<file path="config.mk">
export PLATFORM = sky130hd
export DESIGN_NAME = clk_divider_multi
export DESIGN_NICKNAME = d
export VERILOG_FILES = /design/src/rtl/clk_divider_multi.sv
export SDC_FILE = /design/constraint.sdc
export NUM_CORES = 1
export LEC_CHECK = 0
export CAP_MARGIN = 15
export CORE_MARGIN = 1
export CORE_UTILIZATION = 55
export DETAILED_ROUTE_END_ITERATION = 8
export GPL_TIMING_DRIVEN = 1
export PLACE_DENSITY = 0.76
export SLEW_MARGIN = 10
export SYNTH_ARGS = -nofsm -noshare
export SYNTH_HDL_FRONTEND = slang
export SYNTH_SLANG_ARGS = --single-unit
</file>
<file path="constraint.sdc">
create_clock -name clk_10MHz_i -period 7.8 [get_ports clk_10MHz_i]
set_clock_uncertainty 0.05 [all_clocks]
set_input_delay 1.56 -clock clk_10MHz_i [delete_from_list [all_inputs] [get_ports clk_10MHz_i]]
set_output_delay 1.56 -clock clk_10MHz_i [all_outputs]
set_load 0.02 [all_outputs]
</file>
<file path="src/rtl/clk_divider_multi.sv">
// Multi-channel clock divider: per-channel programmable divisor, shadowed and applied only at a
// period boundary. Optional macro CLK_DIV_SYNC_EN adds sync_i to restart all running channels in phase.
module clk_divider_multi #(
  parameter int N_CH    = 4,
  parameter int WIDTH   = 28,
  parameter int DIV_RST = 10,
  parameter int CH_W    = (N_CH > 1) ? $clog2(N_CH) : 1
) (
  input  logic              clk_10MHz_i,
  input  logic              rst_n_i,
`ifdef CLK_DIV_SYNC_EN
  input  logic              sync_i,
`endif
  input  logic [N_CH-1:0]   en_i,
  input  logic              cfg_we_i,
  input  logic [CH_W-1:0]   cfg_ch_i,
  input  logic [WIDTH-1:0]  cfg_div_i,
  output logic [N_CH-1:0]   clk_div_o,
  output logic [N_CH-1:0]   tick_o,
  output logic [N_CH-1:0]   pending_o
);

  typedef enum logic {
    IDLE = 1'b0,
    RUN  = 1'b1
  } state_e;

  localparam logic [WIDTH-1:0] DIV_RST_W = WIDTH'(DIV_RST);
  localparam logic [WIDTH-1:0] ONE       = WIDTH'(1);

  logic sync_w;
`ifdef CLK_DIV_SYNC_EN
  assign sync_w = sync_i;
`else
  assign sync_w = 1'b0;
`endif

  // High phase lasts ceil(div/2) cycles; (div>>1)+div[0] never exceeds div, so no carry out.
  function automatic logic high_phase(input logic [WIDTH-1:0] cnt, input logic [WIDTH-1:0] div);
    return cnt < ((div >> 1) + WIDTH'(div[0]));
  endfunction

  function automatic logic last_cycle(input logic [WIDTH-1:0] cnt, input logic [WIDTH-1:0] div);
    return cnt == (div - ONE);
  endfunction

  for (genvar i = 0; i < N_CH; i++) begin : g_ch
    state_e           state_q;
    logic [WIDTH-1:0] cnt_q;
    logic [WIDTH-1:0] act_q;
    logic [WIDTH-1:0] shd_q;
    logic             pend_q;
    logic             clk_q;
    logic             tick_q;
    logic             wr_w;
    logic [WIDTH-1:0] cnt_inc_w;

    // Indices at or above N_CH never match any channel, so such writes are dropped.
    assign wr_w      = cfg_we_i && (cfg_ch_i == CH_W'(i));
    assign cnt_inc_w = cnt_q + ONE;

    always_ff @(posedge clk_10MHz_i or negedge rst_n_i) begin
      if (!rst_n_i) begin
        // NOTE: divisor registers reset to DIV_RST too, so an unconfigured board still divides.
        state_q <= IDLE;
        cnt_q   <= '0;
        act_q   <= DIV_RST_W;
        shd_q   <= DIV_RST_W;
        pend_q  <= 1'b0;
        clk_q   <= 1'b0;
        tick_q  <= 1'b0;
      end else begin
        // NOTE: non-blocking semantics let a same-edge write keep pending set while the load
        // below still sees the pre-write shadow value.
        if (wr_w) begin
          shd_q  <= cfg_div_i;
          pend_q <= 1'b1;
        end

        unique case (state_q)
          IDLE: begin
            cnt_q <= '0;
            if (en_i[i] && (shd_q != '0)) begin
              state_q <= RUN;
              act_q   <= shd_q;
              clk_q   <= high_phase('0, shd_q);
              tick_q  <= last_cycle('0, shd_q);
              if (!wr_w) pend_q <= 1'b0;
            end else begin
              clk_q  <= 1'b0;
              tick_q <= 1'b0;
            end
          end

          RUN: begin
            if (!en_i[i] || (act_q == '0)) begin
              state_q <= IDLE;
              cnt_q   <= '0;
              clk_q   <= 1'b0;
              tick_q  <= 1'b0;
            end else if (sync_w || last_cycle(cnt_q, act_q)) begin
              // Period boundary (or forced restart): the shadow divisor becomes active here.
              cnt_q  <= '0;
              act_q  <= shd_q;
              clk_q  <= high_phase('0, shd_q);
              tick_q <= last_cycle('0, shd_q);
              if (!wr_w) pend_q <= 1'b0;
            end else begin
              cnt_q  <= cnt_inc_w;
              clk_q  <= high_phase(cnt_inc_w, act_q);
              tick_q <= last_cycle(cnt_inc_w, act_q);
            end
          end

          default: state_q <= IDLE;
        endcase
      end
    end

    assign clk_div_o[i] = clk_q;
    assign tick_o[i]    = tick_q;
    assign pending_o[i] = pend_q;
  end

endmodule
</file>
# After elaboration in Yosys (flattened, before gate mapping)
# Cells that the tools add are included.
# totals
regBits	352
output_inout_bits	12
# op_classes
add_sub_neg	20
magnitude_cmp	8
eq_ne	23
mux	96
bitwise	4
n_reduce_logical	33
# op_table
cell	n
$mux 28	20
$pmux 28 s2	8
$add 27x1->28	8
$eq 28x28->1	8
$logic_not 28->1	8
$sub 28x1->28 const B	8
$add 28x1->28 const B	4
$lt 1x28->1 const A	4
$lt 28x28->1	4
$reduce_bool 28->1	4
$mux 1	52
$pmux 1 s2	16
$ne 2x2->1 const B	8
$reduce_and 3->1	4
$logic_and 1x1->1	8
$ne 2x1->1 const B	4
$eq 2x2->1 const B	2
$logic_not 1->1	4
$logic_or 1x1->1	4
$not 1->1	4
$eq 2x1->1 const B	1
$logic_not 2->1	1

# Logic depth before layout (Yosys ltp)
# Gate-level depths: netlist (run 1).
# depth
word_depth	7
ltp_mapped	18

# Worst setup path before layout (run 1)
# OpenSTA, ideal clock, no wires.
# synth_timing
path_type	register to register
start	reg g_ch[2].act_q[5]
end	reg g_ch[2].clk_q
setup_ns	0.101
arrival_time_ns	3.595
required_time_ns	7.649
path_slack_ns	4.054
stages_incl_launch_ff	17
path_buffers	1
period_less_slack_ns	3.746
path_cell_list	dfrtp_1 -> clkbuf_1 -> nand3_1 -> nor4_1 -> and3_1 -> nand2_1 -> xor2_1 -> ha_1 -> a21o_1 -> a21o_1 -> a21o_1 -> a21o_1 -> a21oi_1 -> nor2_1 -> a2111oi_0 -> o21ai_0 -> o32ai_1
# synth_between
elab_chain_cells	5
elab_cells_between_ends	9
classes_between	2 x add/sub; 1 x order compare; 1 x eq/ne; 3 x mux; 2 x reduce/logical
# synth_rtl
element	line	rtl
from (decl)	50	logic [WIDTH-1:0] act_q;
from (signal assigned)	85	act_q <= shd_q;
from (signal assigned)	104	act_q <= shd_q;
$add 27x1->28 or $sub 28x1->28 (tied branches)	40, 44	
$lt 28x28->1 or $eq 28x28->1 (tied branches)	40, 44	
$mux 1	101	end else if (sync_w || last_cycle(cnt_q, act_q)) begin
$mux 1 *	96	if (!en_i[i] || (act_q == '0)) begin
$pmux 1 s2 *	80	unique case (state_q)
to (signal assigned)	86	clk_q <= high_phase('0, shd_q);
to (signal assigned)	105	clk_q <= high_phase('0, shd_q);
to (signal assigned)	110	clk_q <= high_phase(cnt_inc_w, act_q);
to (decl)	53	logic clk_q;
# Every way passes the cells marked *; elsewhere a longest branch is shown, timed or not.
# A chain may end at the register's enable or synchronous reset.

# Worst setup path after layout (run 1)
# layout_timing
start	reg g_ch[2].act_q[0]
end	reg g_ch[2].tick_q
# layout_between
elab_chain_cells	5
elab_cells_between_ends	8
classes_between	1 x add/sub; 2 x eq/ne; 3 x mux; 2 x reduce/logical
# layout_rtl
element	line	rtl
$sub 28x1->28	44	return cnt == (div - ONE);
$eq 28x28->1	44	
$mux 1	101	
$mux 1 *	96	
$pmux 1 s2 *	80	
to (signal assigned)	87	tick_q <= last_cycle('0, shd_q);
to (signal assigned)	106	tick_q <= last_cycle('0, shd_q);
to (signal assigned)	111	tick_q <= last_cycle(cnt_inc_w, act_q);
to (decl)	54	logic tick_q;
# Marks and branches as above.

==> impl_metrics.py, run 1 <==
metrics = {
    "power_and_ir_drop": {
        "p_clk_frac": 0.260,
        "switching_power_w": 0.00311,
        "p_sw_frac": 0.401,
        "comb_power_share": 0.342,
        "peakVddDrop_mv": 0.167,
        "pwr-share-seq": 0.398,
        "p_int_w": 0.00464,
        "p_leak_nw": 12.5,
        "powerDensity_nw_per_um2": 255,
    },
    "logic_synthesis": {
        "synthCells": 3199,
        "seq_area_frac_synth": 0.310,
        "avgSynthCellArea_um2": 8.91,
        "syn-cell-area_um2": 28500,
        "synth_cell_type_count": 93,
        "async_flop_share": 1.00,
        "ys_dominant_reg_cell": "dfrtp_1",
        "yosys_warnings": 0,
        "synth_area_leaders": "dfrtp_1, xnor2_1, xor2_1",
        "synth-edff-count": 0,
        "yosys.area.top_type": "dfrtp_1",
        "synth_top_area_share": 0.295,
        "synth_nets": 3376,
        "ys_ff_latch": 352,
    },
    "grt": {
        "grt_use_met1": 0.392,
        "use_met2": 0.473,
        "grt_overflow": 0,
        "met3_usage": 0.0520,
        "grt_pass1_vias": 23200,
        "antenna_found_initial": 2,
        "grt_usage": 0.290,
        "grt_max_degree": 155,
        "grt-busiest-layer": "met2",
        "grt_pass1_wl_um": 125000,
    },
    "place": {
        "routabilityCongestion": 0.967,
        "portBuffers": 48,
        "dpl.hpwl_um": 57900,
        "placed_area_um2": 29000,
    },
    "worst_setup_path": {
        "crit_buf_inv": 1,
        "max_stage_delay_ns": 0.93,
        "cp.arrival_ns": 5.12,
        "start_kind": "register",
        "end_kind": "register",
        "worstReg2RegEnd": "g_ch[2].tick_q",
        "cp_max_fo": 30,
        "required_ns": 8.13,
        "r2r_start": "g_ch[2].act_q[0]",
        "slowest_stage": "nand2b_1",
        "reg2reg_slack_ns": 3.02,
        "path_class": "reg -> reg",
        "rr_worst_depth": 11,
        "cp_top_family": "simple AND/OR/NAND/NOR gates",
        "crit_path_cell_trace": "inv_1, ha_1, nor3b_2, nand4_2, nor3b_4, xnor2_1, a211o_1, or4_1, nor4_2, nand2b_1, o32ai_1",
    },
    "final_layout": {
        "multi_input_comb_area_um2": 18300,
        "fill_cells": 4536,
        "stdcell_area_um2": 30400,
        "regArea_um2": 8830,
        "area_growth_pct": 6.70,
        "drive_gt1_frac": 0.105,
        "nets": 3259,
        "n_antenna_cell": 0,
    },
    "clock_tree": {
        "cts-root-buf": "clkbuf_16",
        "ctsResizeCount": 0,
        "path_clk_slew_ns": 0.06,
        "cts_tree": "yes",
        "numCtsBuffers": 42,
        "htree_levels": 2,
        "clkSinkCount": 352,
        "postCtsSetupRepairBufs": 0,
        "clkLatencyLatePin_ns": 0.59,
        "cts_hold_buffers": 0,
        "cts_buffer_depth": 3,
    },
    "hold_path": {
        "holdCritStartpoint": "g_ch[2].pend_q",
        "holdPathStages": 1,
        "min_delay_worst_endpoint": "g_ch[2].pend_q",
        "holdCritPathClass": "reg -> reg",
    },
    "floorplanning": {
        "io_pins": 49,
        "chipWidth_um": 230,
        "die_area_um2": 52800,
        "initial_core_util": 0.556,
        "rows": 83,
        "fp.dieH_um": 230,
        "core_um2": 51300,
    },
    "job": {
        "drv_cap": 0,
    },
    "timing": {
        "max_freq_ghz": 0.209,
        "maxSlewViolCount": 0,
        "hold_viol": 0,
        "tns_ns": 0,
        "finalSetupViolations": 0,
        "fin_crit_ns": 4.78,
        "timing.final.crit_share": 0.613,
        "rsz0062_at_grt": "false",
        "relSlewSlack": 0.237,
        "tightest_slew_ns": 1.14,
    },
    "detailed_routing": {
        "viasPerCell": 6.20,
        "ant_nets": 0,
        "drt-total-wl_um": 76600,
        "routedWlPerCell_um": 20.2,
        "drt_iter0_markers": 1928,
        "remaining_drc_errors": 0,
        "vias": 23500,
        "dr.pass1.iters": 6,
    },
    "run_status": {
        "status": "finished, final reports clean",
    },
}
==> synthesized netlist by cell type, types with 8 or more instances <==
library cell / n
a2111oi_0: 12
a211oi_1: 17
a21o_1: 33
a21oi_1: 61
a31oi_1: 24
and3_1: 62
and4_1: 11
buf_2: 25
buf_4: 19
clkbuf_1: 166
dfrtp_1: 336
dfstp_2: 16
ha_1: 140
inv_1: 123
mux2_1: 29
mux2_2: 159
mux2_4: 25
mux2i_1: 27
nand2_1: 186
nand2b_1: 25
nand3_1: 146
nand3b_1: 13
nand4_1: 104
nand4b_1: 11
nor2_1: 250
nor2b_1: 71
nor3_1: 125
nor3b_1: 20
nor4_1: 75
nor4b_1: 9
o2111ai_1: 9
o211ai_1: 17
o21ai_0: 88
o31ai_1: 15
o32ai_1: 8
or2_2: 11
or3_1: 30
or4_1: 37
xnor2_1: 299
xor2_1: 219
==> worst max-delay path by stage <==
stage | start | end | slack [ns] | cells past startpoint
2_1_floorplan | g_ch[2].act_q[5] | g_ch[2].clk_q | 4.05 | 16
3_3_place_gp | g_ch[2].act_q[0] | g_ch[2].tick_q | 3.28 | 11
3_5_place_dp | g_ch[2].act_q[0] | g_ch[2].tick_q | 3.11 | 11
4_1_cts | g_ch[2].act_q[0] | g_ch[2].tick_q | 3.05 | 11
5_1_grt | g_ch[2].act_q[0] | g_ch[2].tick_q | 2.70 | 11
6_report | g_ch[2].act_q[0] | g_ch[2].tick_q | 3.02 | 11
==> worst reg2reg max path, delay by kind of cell, from the launching register on <==
family | cells | cell delay [ns]
AND/OR/NAND/NOR | 6 | 3.10
flip-flops | 1 | 0.44
buffers and inverters | 1 | 0.11
adder cells (fa/ha/maj) | 1 | 0.18
AO/OA/AOI/OAI | 2 | 0.58
XOR/XNOR | 1 | 0.12
==> power groups by stage <==
stage	Sequential [W]	Clock (W)	Combinational [W]
floorplan	0.00241	0	0.00260
global placement	0.00307	0	0.00252
detailed placement	0.00310	0	0.00261
CTS	0.00306	0.00206	0.00263
global route	0.00317	0.00214	0.00292
finish	0.00309	0.00201	0.00265
==> metal layers <==
layer,up-vias,part of all wire
met5,-,0
met4,0,0.028
met3,128,0.061
met2,640,0.47
met1,11600,0.45
li1,11100,-
==> metrics by stage <==
step	total power, W	utilization	std cells	hold WS [ns]	setup WS, ns
2_1_floorplan	0.00501	-	3199	0.414	4.05
3_3_place_gp	0.00559	0.566	3717	0.431	3.28
3_5_place_dp	0.00571	0.566	3717	0.433	3.11
4_1_cts	0.00776	0.593	3793	0.447	3.05
5_1_grt	0.00823	0.593	3794	0.455	2.70
6_report	0.00775	0.593	3794	0.444	3.02
==> logic make-up (layout without fill, tap and decap cells) <==
group / count (synthesis) / in the layout / share of synthesized area
muxes: 240 / 240 / 0.0969
AOI/OAI and AO/OA: 376 / 376 / 0.0899
DFF: 352 / 352 / 0.310
buffers and inverters: 346 / 261 / 0.0503
and+or+nand+nor: 1223 / 1223 / 0.230
adders and majority gates: 140 / 140 / 0.0614
xor gates and xnor gates: 522 / 522 / 0.162
==> area by class of cell <==
type,count,share of cell area
Multi-Input combinational cell,2501,0.601
Sequential cell,352,0.290
Clock buffer,50,0.0368
Tap cell,680,0.0280
Timing Repair Buffer,62,0.0199
Inverter,123,0.0152
Clock inverter,26,0.00921
==> sequential cells by signal, indices dropped and copies added (netlist names) <==
register,cells
g_ch.clk_q,4
g_ch.act_q,112
g_ch.tick_q,4
g_ch.pend_q,4
g_ch.state_q,4
g_ch.cnt_q,112
g_ch.shd_q,112
==> placed cells by master (no fill, tap or decap), drive strengths merged, types with 8 or more instances in the layout <==
cell type / synthesis / routed
xor2: 219 / 219
mux2i: 27 / 27
a211oi: 17 / 17
a21oi: 62 / 62
clkbuf: 168 / 50
nand4b: 11 / 11
o2111ai: 9 / 9
ha: 140 / 140
or2: 12 / 12
and4: 11 / 11
dfstp: 16 / 16
o211ai: 17 / 17
clkinvlp: 0 / 8
clkdlybuf4s50: 0 / 47
and3: 62 / 62
or3: 30 / 30
nor2: 251 / 251
nor3: 125 / 125
or4: 38 / 38
nor4: 82 / 82
nor2b: 71 / 71
nand4: 105 / 105
o21ai: 90 / 90
a31oi: 24 / 24
clkinv: 0 / 13
nand3b: 13 / 13
xnor2: 299 / 299
nand2: 186 / 186
nor4b: 10 / 10
o32ai: 8 / 8
a21o: 33 / 33
nand2b: 25 / 25
o31ai: 16 / 16
buf: 55 / 15
mux2: 213 / 213
a2111oi: 12 / 12
inv: 123 / 124
nor3b: 24 / 24
dfrtp: 336 / 336
nand3: 146 / 146
No activity file was read; power rests on OpenSTA's default activity.
==> inputs of run 2 (changes only) <==
--- a/config.mk
+++ b/config.mk
@@ -10,7 +10,7 @@
 export CORE_UTILIZATION = 55
 export DETAILED_ROUTE_END_ITERATION = 8
 export GPL_TIMING_DRIVEN = 1
-export PLACE_DENSITY = 0.76
+export PLACE_DENSITY = 0.78
 export SLEW_MARGIN = 10
 export SYNTH_ARGS = -nofsm -noshare
 export SYNTH_HDL_FRONTEND = slang
==> constraint.sdc (replaced) <==
create_clock -name clk_10MHz_i -period 4.4 [get_ports clk_10MHz_i]
set_clock_uncertainty 0.05 [all_clocks]
set_input_delay 0.88 -clock clk_10MHz_i [delete_from_list [all_inputs] [get_ports clk_10MHz_i]]
set_output_delay 0.88 -clock clk_10MHz_i [all_outputs]
set_load 0.02 [all_outputs]
==> run 2 against run 1 <==
Against the previous run: first-iteration DRC count grew 2.6%; clock power increased by 82%; worst hold slack worse by 0.15 ns; sequential power rose by 66%; combinational power increased by 100%; register-to-register slack worse by 2.8 ns; largest power group is now combinational cells.
==> impl_metrics.py, run 2 (synthesis gave the netlist of run 1 again) <==
metrics = {
    "run_status": {
        "status": "finished, final reports clean",
    },
    "timing": {
        "relSlewSlack": 0.355,
        "maxSlewViolCount": 0,
        "timing.final.crit_share": 0.953,
        "finalSetupViolations": 0,
        "tightest_slew_ns": 0.955,
        "max_freq_ghz": 0.238,
        "tns_ns": 0,
        "holdWs_ns": 0.292,
        "fin_crit_ns": 4.19,
        "rsz0062_at_grt": "false",
        "hold_viol": 0,
    },
    "detailed_routing": {
        "dr.pass1.iters": 6,
        "viasPerCell": 6.23,
        "drt_iter0_markers": 1978,
        "drt-total-wl_um": 78400,
        "ant_nets": 0,
        "routedWlPerCell_um": 20.2,
        "vias": 24200,
        "remaining_drc_errors": 0,
    },
    "power_and_ir_drop": {
        "power.total_w": 0.0142,
        "powerDensity_nw_per_um2": 452,
        "p_leak_nw": 13.0,
        "peakVddDrop_mv": 0.317,
    },
    "final_layout": {
        "area_growth_pct": 9.71,
        "reg_top3": "g_ch.act_q: 112 flops, g_ch.cnt_q: 112 flops, g_ch.shd_q: 112 flops",
        "fill_cells": 4351,
        "drive_gt1_frac": 0.133,
        "nets": 3352,
        "final_cell_mix": "dfrtp_1, xnor2_1, nor2_1, xor2_1, nand2_1",
        "n_antenna_cell": 0,
        "multi_input_comb_area_um2": 18300,
        "layout_commonest_cell": "dfrtp_1",
        "regArea_um2": 8830,
    },
    "grt": {
        "grt_pass1_wl_um": 128000,
        "antenna_found_initial": 1,
        "grt_max_degree": 108,
        "grt_pass1_vias": 23900,
        "grt_overflow": 0,
        "grt_usage": 0.298,
    },
    "worst_setup_path": {
        "required_ns": 4.83,
        "end_kind": "register",
        "cp_max_fo": 31,
        "path_class": "reg -> reg",
        "start_kind": "register",
        "cp.arrival_ns": 4.62,
    },
    "clock_tree": {
        "cts_tree": "yes",
        "clkSinkCount": 352,
        "path_clk_slew_ns": 0.06,
        "clkLatencyLatePin_ns": 0.59,
        "numCtsBuffers": 42,
        "postCtsSetupRepairBufs": 0,
        "htree_levels": 2,
        "cts-root-buf": "clkbuf_16",
        "cts_buffer_depth": 3,
    },
    "floorplanning": {
        "rows": 83,
        "chipWidth_um": 230,
        "io_pins": 49,
        "fp.dieH_um": 230,
        "die_area_um2": 52800,
        "initial_core_util": 0.556,
        "core_um2": 51300,
    },
    "place": {
        "dpl.hpwl_um": 59700,
        "portBuffers": 48,
        "routabilityCongestion": 0.956,
    },
    "hold_path": {
        "holdCritPathClass": "in -> async",
    },
    "job": {
        "drv_cap": 0,
    },
}
==> run 2: where the power goes <==
group          internal [W]  switching, W
clock network       0.00216       0.00151
registers           0.00387       0.00128
logic               0.00252       0.00283
total               0.00854       0.00561
==> run 2: metrics by stage <==
stage               setup WS, ns  area, µm²  instances  utilization
finish                     0.206      31300       3888        0.610
global route             0.00181      31300       3888        0.610
CTS                       0.0404      31200       3887        0.609
detailed placement        0.0469      29800       3810        0.580
global placement          0.0939      29800       3810        0.580
floorplan                  0.654      28500       3199            -
==> run 2: path summary, 6_finish.rpt <==
kind                             startpoint  cells past startpoint  slack, ns                 to
min                                 rst_n_i                      1       0.29  g_ch[2].cnt_q[21]
min in group clk_10MHz_i     g_ch[2].pend_q                      1       0.46     g_ch[2].pend_q
min reg2reg                  g_ch[2].pend_q                      1       0.46     g_ch[2].pend_q
max in group asynchronous           rst_n_i                      2       3.00   g_ch[0].act_q[3]
max                        g_ch[0].act_q[0]                     12       0.21  g_ch[0].act_q[27]
max reg2reg                g_ch[0].act_q[0]                     12       0.21  g_ch[0].act_q[27]
==> run 2: area by class of cell <==
type | count | area share
inverters | 123 | 0.0148
clock buffers | 52 | 0.0377
well taps | 680 | 0.0272
multi-input cells | 2501 | 0.585
clock inverters | 25 | 0.00872
repair buffers | 155 | 0.0441
flip-flops and latches | 352 | 0.282
==> run 2: worst max-delay path, cell delays in order (launching register included) <==
cell and delay, ns:
dfrtp_1 0.46, inv_1 0.11, ha_1 0.24, nor4b_1 0.42
nand4_1 0.32, nor4_1 0.33, xnor2_1 0.21, o21ai_0 0.15
or4_1 0.54, or4_1 0.47, o21ai_2 0.19, buf_12 0.23
mux2_2 0.36
==> run 2: routing by layer <==
metal	part of all wire	vias up	GRT usage	wire length (µm)
met5	0	-	0	0
met4	0.033	0	0.107	2570
met3	0.065	174	0.0451	5120
met2	0.46	850	0.484	36200
met1	0.44	11900	0.403	34500
li1	-	11300	-	-
==> run 2: timing repair <==
item / in CTS / in global routing
endpoints found under the hold margin: 0 / 0
hold buffers: 0 / 0
gates resized for setup: 0 / 9
endpoints found under the setup margin: 0 / 85
==> variant: new RTL, settings of run 2 <==
Set the parameter `N_CH` to 2 (it was 4).
--- a/src/rtl/clk_divider_multi.sv
+++ b/src/rtl/clk_divider_multi.sv
@@ -1,7 +1,7 @@
 // Multi-channel clock divider: per-channel programmable divisor, shadowed and applied only at a
 // period boundary. Optional macro CLK_DIV_SYNC_EN adds sync_i to restart all running channels in phase.
 module clk_divider_multi #(
-  parameter int N_CH    = 4,
+  parameter int N_CH    = 2,
   parameter int WIDTH   = 28,
   parameter int DIV_RST = 10,
   parameter int CH_W    = (N_CH > 1) ? $clog2(N_CH) : 1
Interface: changed (5 resized); port bits go from 49 to 40. The function was not compared with the original's and may differ.
==> variant against run 2 <==
Synthesized area down 50%. Die area down 50%. Fmax down 0.16%. Count of clock-buffer cells in the layout down 35. Cell area down 51%. Total power down 56%. Clock power down 56%. Worst setup slack worse by 0.0067 ns. Sequential power down 52%. Sequential cell count down 176. Wire length down 51%. Largest cell class unchanged. Largest power group is now sequential cells.
==> variant: results (changes against run 2) <==
Crit-path max FO: 11 (-65%)
List of most frequent post-synthesis cells: 168 x dfrtp_1, 147 x xnor2_1, 116 x nor2_1, 99 x xor2_1, 88 x nand2_1
Vias in the first global route: 11,239 (-53%)
Pre-CTS setup slack: 0.0987 ns (+0.0518 ns)
Worst Hold Class: in -> async
H-Tree Level Count: 4 (+2)
Synth area leaders: dfrtp_1 30%, xnor2_1 9.1%, ha_1 6.2%, xor2_1 6.1%, mux2_2 4.5%
Sequential element share of the synthesized area: 31.3% (+0.31 points)
Largest net degree at the start of global routing: 66 (-39%)
Detailed Route Iter0 Violations: 1,319 (-33%)
CP arrival: 4.50 ns (-0.12 ns)
Critical path's slowest cell: a2111oi_1
Worst-skew pair later-pin latency: 0.46 ns (-0.13 ns)
PortBufs: 39 (-19%)
Asr flop ratio synth: 100% (unchanged)
DPL Wire Length: 29,300 µm (-51%)
Reg clk slew, reported paths: 0.08 ns (+0.02 ns)
RD Place Congestion: 0.975 (+2.0%)
Max clock buf depth: 2 (-1)
Pleak: 6.50 nW (-50%)
First-pass GRT wire length: 61,400 µm (-52%)
Family with the most delay on the worst path: simple AND/OR/NAND/NOR gates
CTS buffer count: 17 (-60%)
CTS resizes: 0 (unchanged)
Post-DP Area: 0.0147 mm² (-50%)
Worst path max stage delay: 0.74 ns (+0.20 ns)
Root Driver: clkbuf_16
Syn nets: 1,675 (-50%)
Placed Cells: 1,868 (-51%)
Initial DRT Pass Iterations: 5 (-1)
Total number of vias: 11,974 (-51%)
GRT Util Overall: 29.8% (about the same)
Pint: 3.67 mW (-57%)
DR WL/cell: 20.1 µm (-0.41%)
Kind of critical path: reg -> reg
Vias per cell: 6.30 (+1.1%)
Filler cells: 2,075 (-52%)
Area taken by multi-input logic gates: 0.00903 mm² (-51%)
Top Registers: g_ch.act_q (56), g_ch.cnt_q (56), g_ch.shd_q (56)
Share of layout cells above drive strength 1: 9.87% (-3.4 points)
Synth cell types: 79 (-15%)
Tightest Pin Transition: 0.830 ns (-0.125 ns)
Antenna violations before repair: 0 (-1)
Peak supply drop: 0.286 mV (-9.8%)
YS warnings: 0 (unchanged)
Status: complete, no violations
Avg Cell Area, Syn: 8.99 µm² (+0.80%)
-- variant: cell count changes after synthesis, moves of 98 or more --
cell     delta
xnor2_1   -152
xor2_1    -120
mux2_2    -102
dfrtp_1   -168
nand2_1    -98
nor2_1    -134
-- variant: layer usage --
metal	up-vias	track usage [%]	part of all wire [%]
met2	453	46.5	46
met5	-	0	0
met1	5870	43.0	46
li1	5593	-	-
met3	58	4.24	6.2
met4	0	8.40	2.0
-- variant: worst reg2reg max path: cells and delay by family, from the launching register on --
kind,cells,cell delay (ns)
and+or+nand+nor,4,1.95
AOI/OAI and AO/OA,3,1.27
DFF,1,0.52
xor gates and xnor gates,2,0.32
-- variant: worst paths after layout --
| check | start | to | slack, ns | cells after the start |
|---|---|---|---|---|
| hold / removal | rst_n_i | g_ch[1].cnt_q[22] | 0.36 | 1 |
| setup reg to reg | g_ch[0].act_q[16] | g_ch[0].tick_q | 0.20 | 9 |
| min in group clk_10MHz_i | g_ch[1].act_q[1] | g_ch[1].act_q[1] | 0.48 | 2 |
| max in group asynchronous | rst_n_i | g_ch[0].shd_q[1] | 2.98 | 2 |
| setup / recovery | g_ch[0].act_q[16] | g_ch[0].tick_q | 0.20 | 9 |
| hold reg to reg | g_ch[1].act_q[1] | g_ch[1].act_q[1] | 0.48 | 2 |
-- variant: cell families after synthesis --
kind of cell    count (synthesis)  synth area share (%)
mux                           122                  9.63
compound gates                180                  8.53
xor+xnor                      249                  15.7
fa+ha+maj                      70                  6.20
buf+inv                       164                  4.89
simple gates                  610                  23.7
flops                         176                  31.3
-- variant: final cells by class --
type                    instances  area share (%)
well taps                     330            2.69
multi-input cells            1231            58.8
clock inverters                15            1.28
repair buffers                 75            4.39
clock buffers                  17            2.77
inverters                      56            1.37
flip-flops and latches        176            28.7
-- variant: power by group through the flow --
stage	Clock [mW]	Sequential, mW	Combinational [mW]
6_report	1.61	2.49	2.12
3_5_place_dp	0	2.50	2.08
2_1_floorplan	0	2.07	1.90
3_3_place_gp	0	2.48	2.04
5_1_grt	1.69	2.53	2.33
4_1_cts	1.63	2.47	2.10
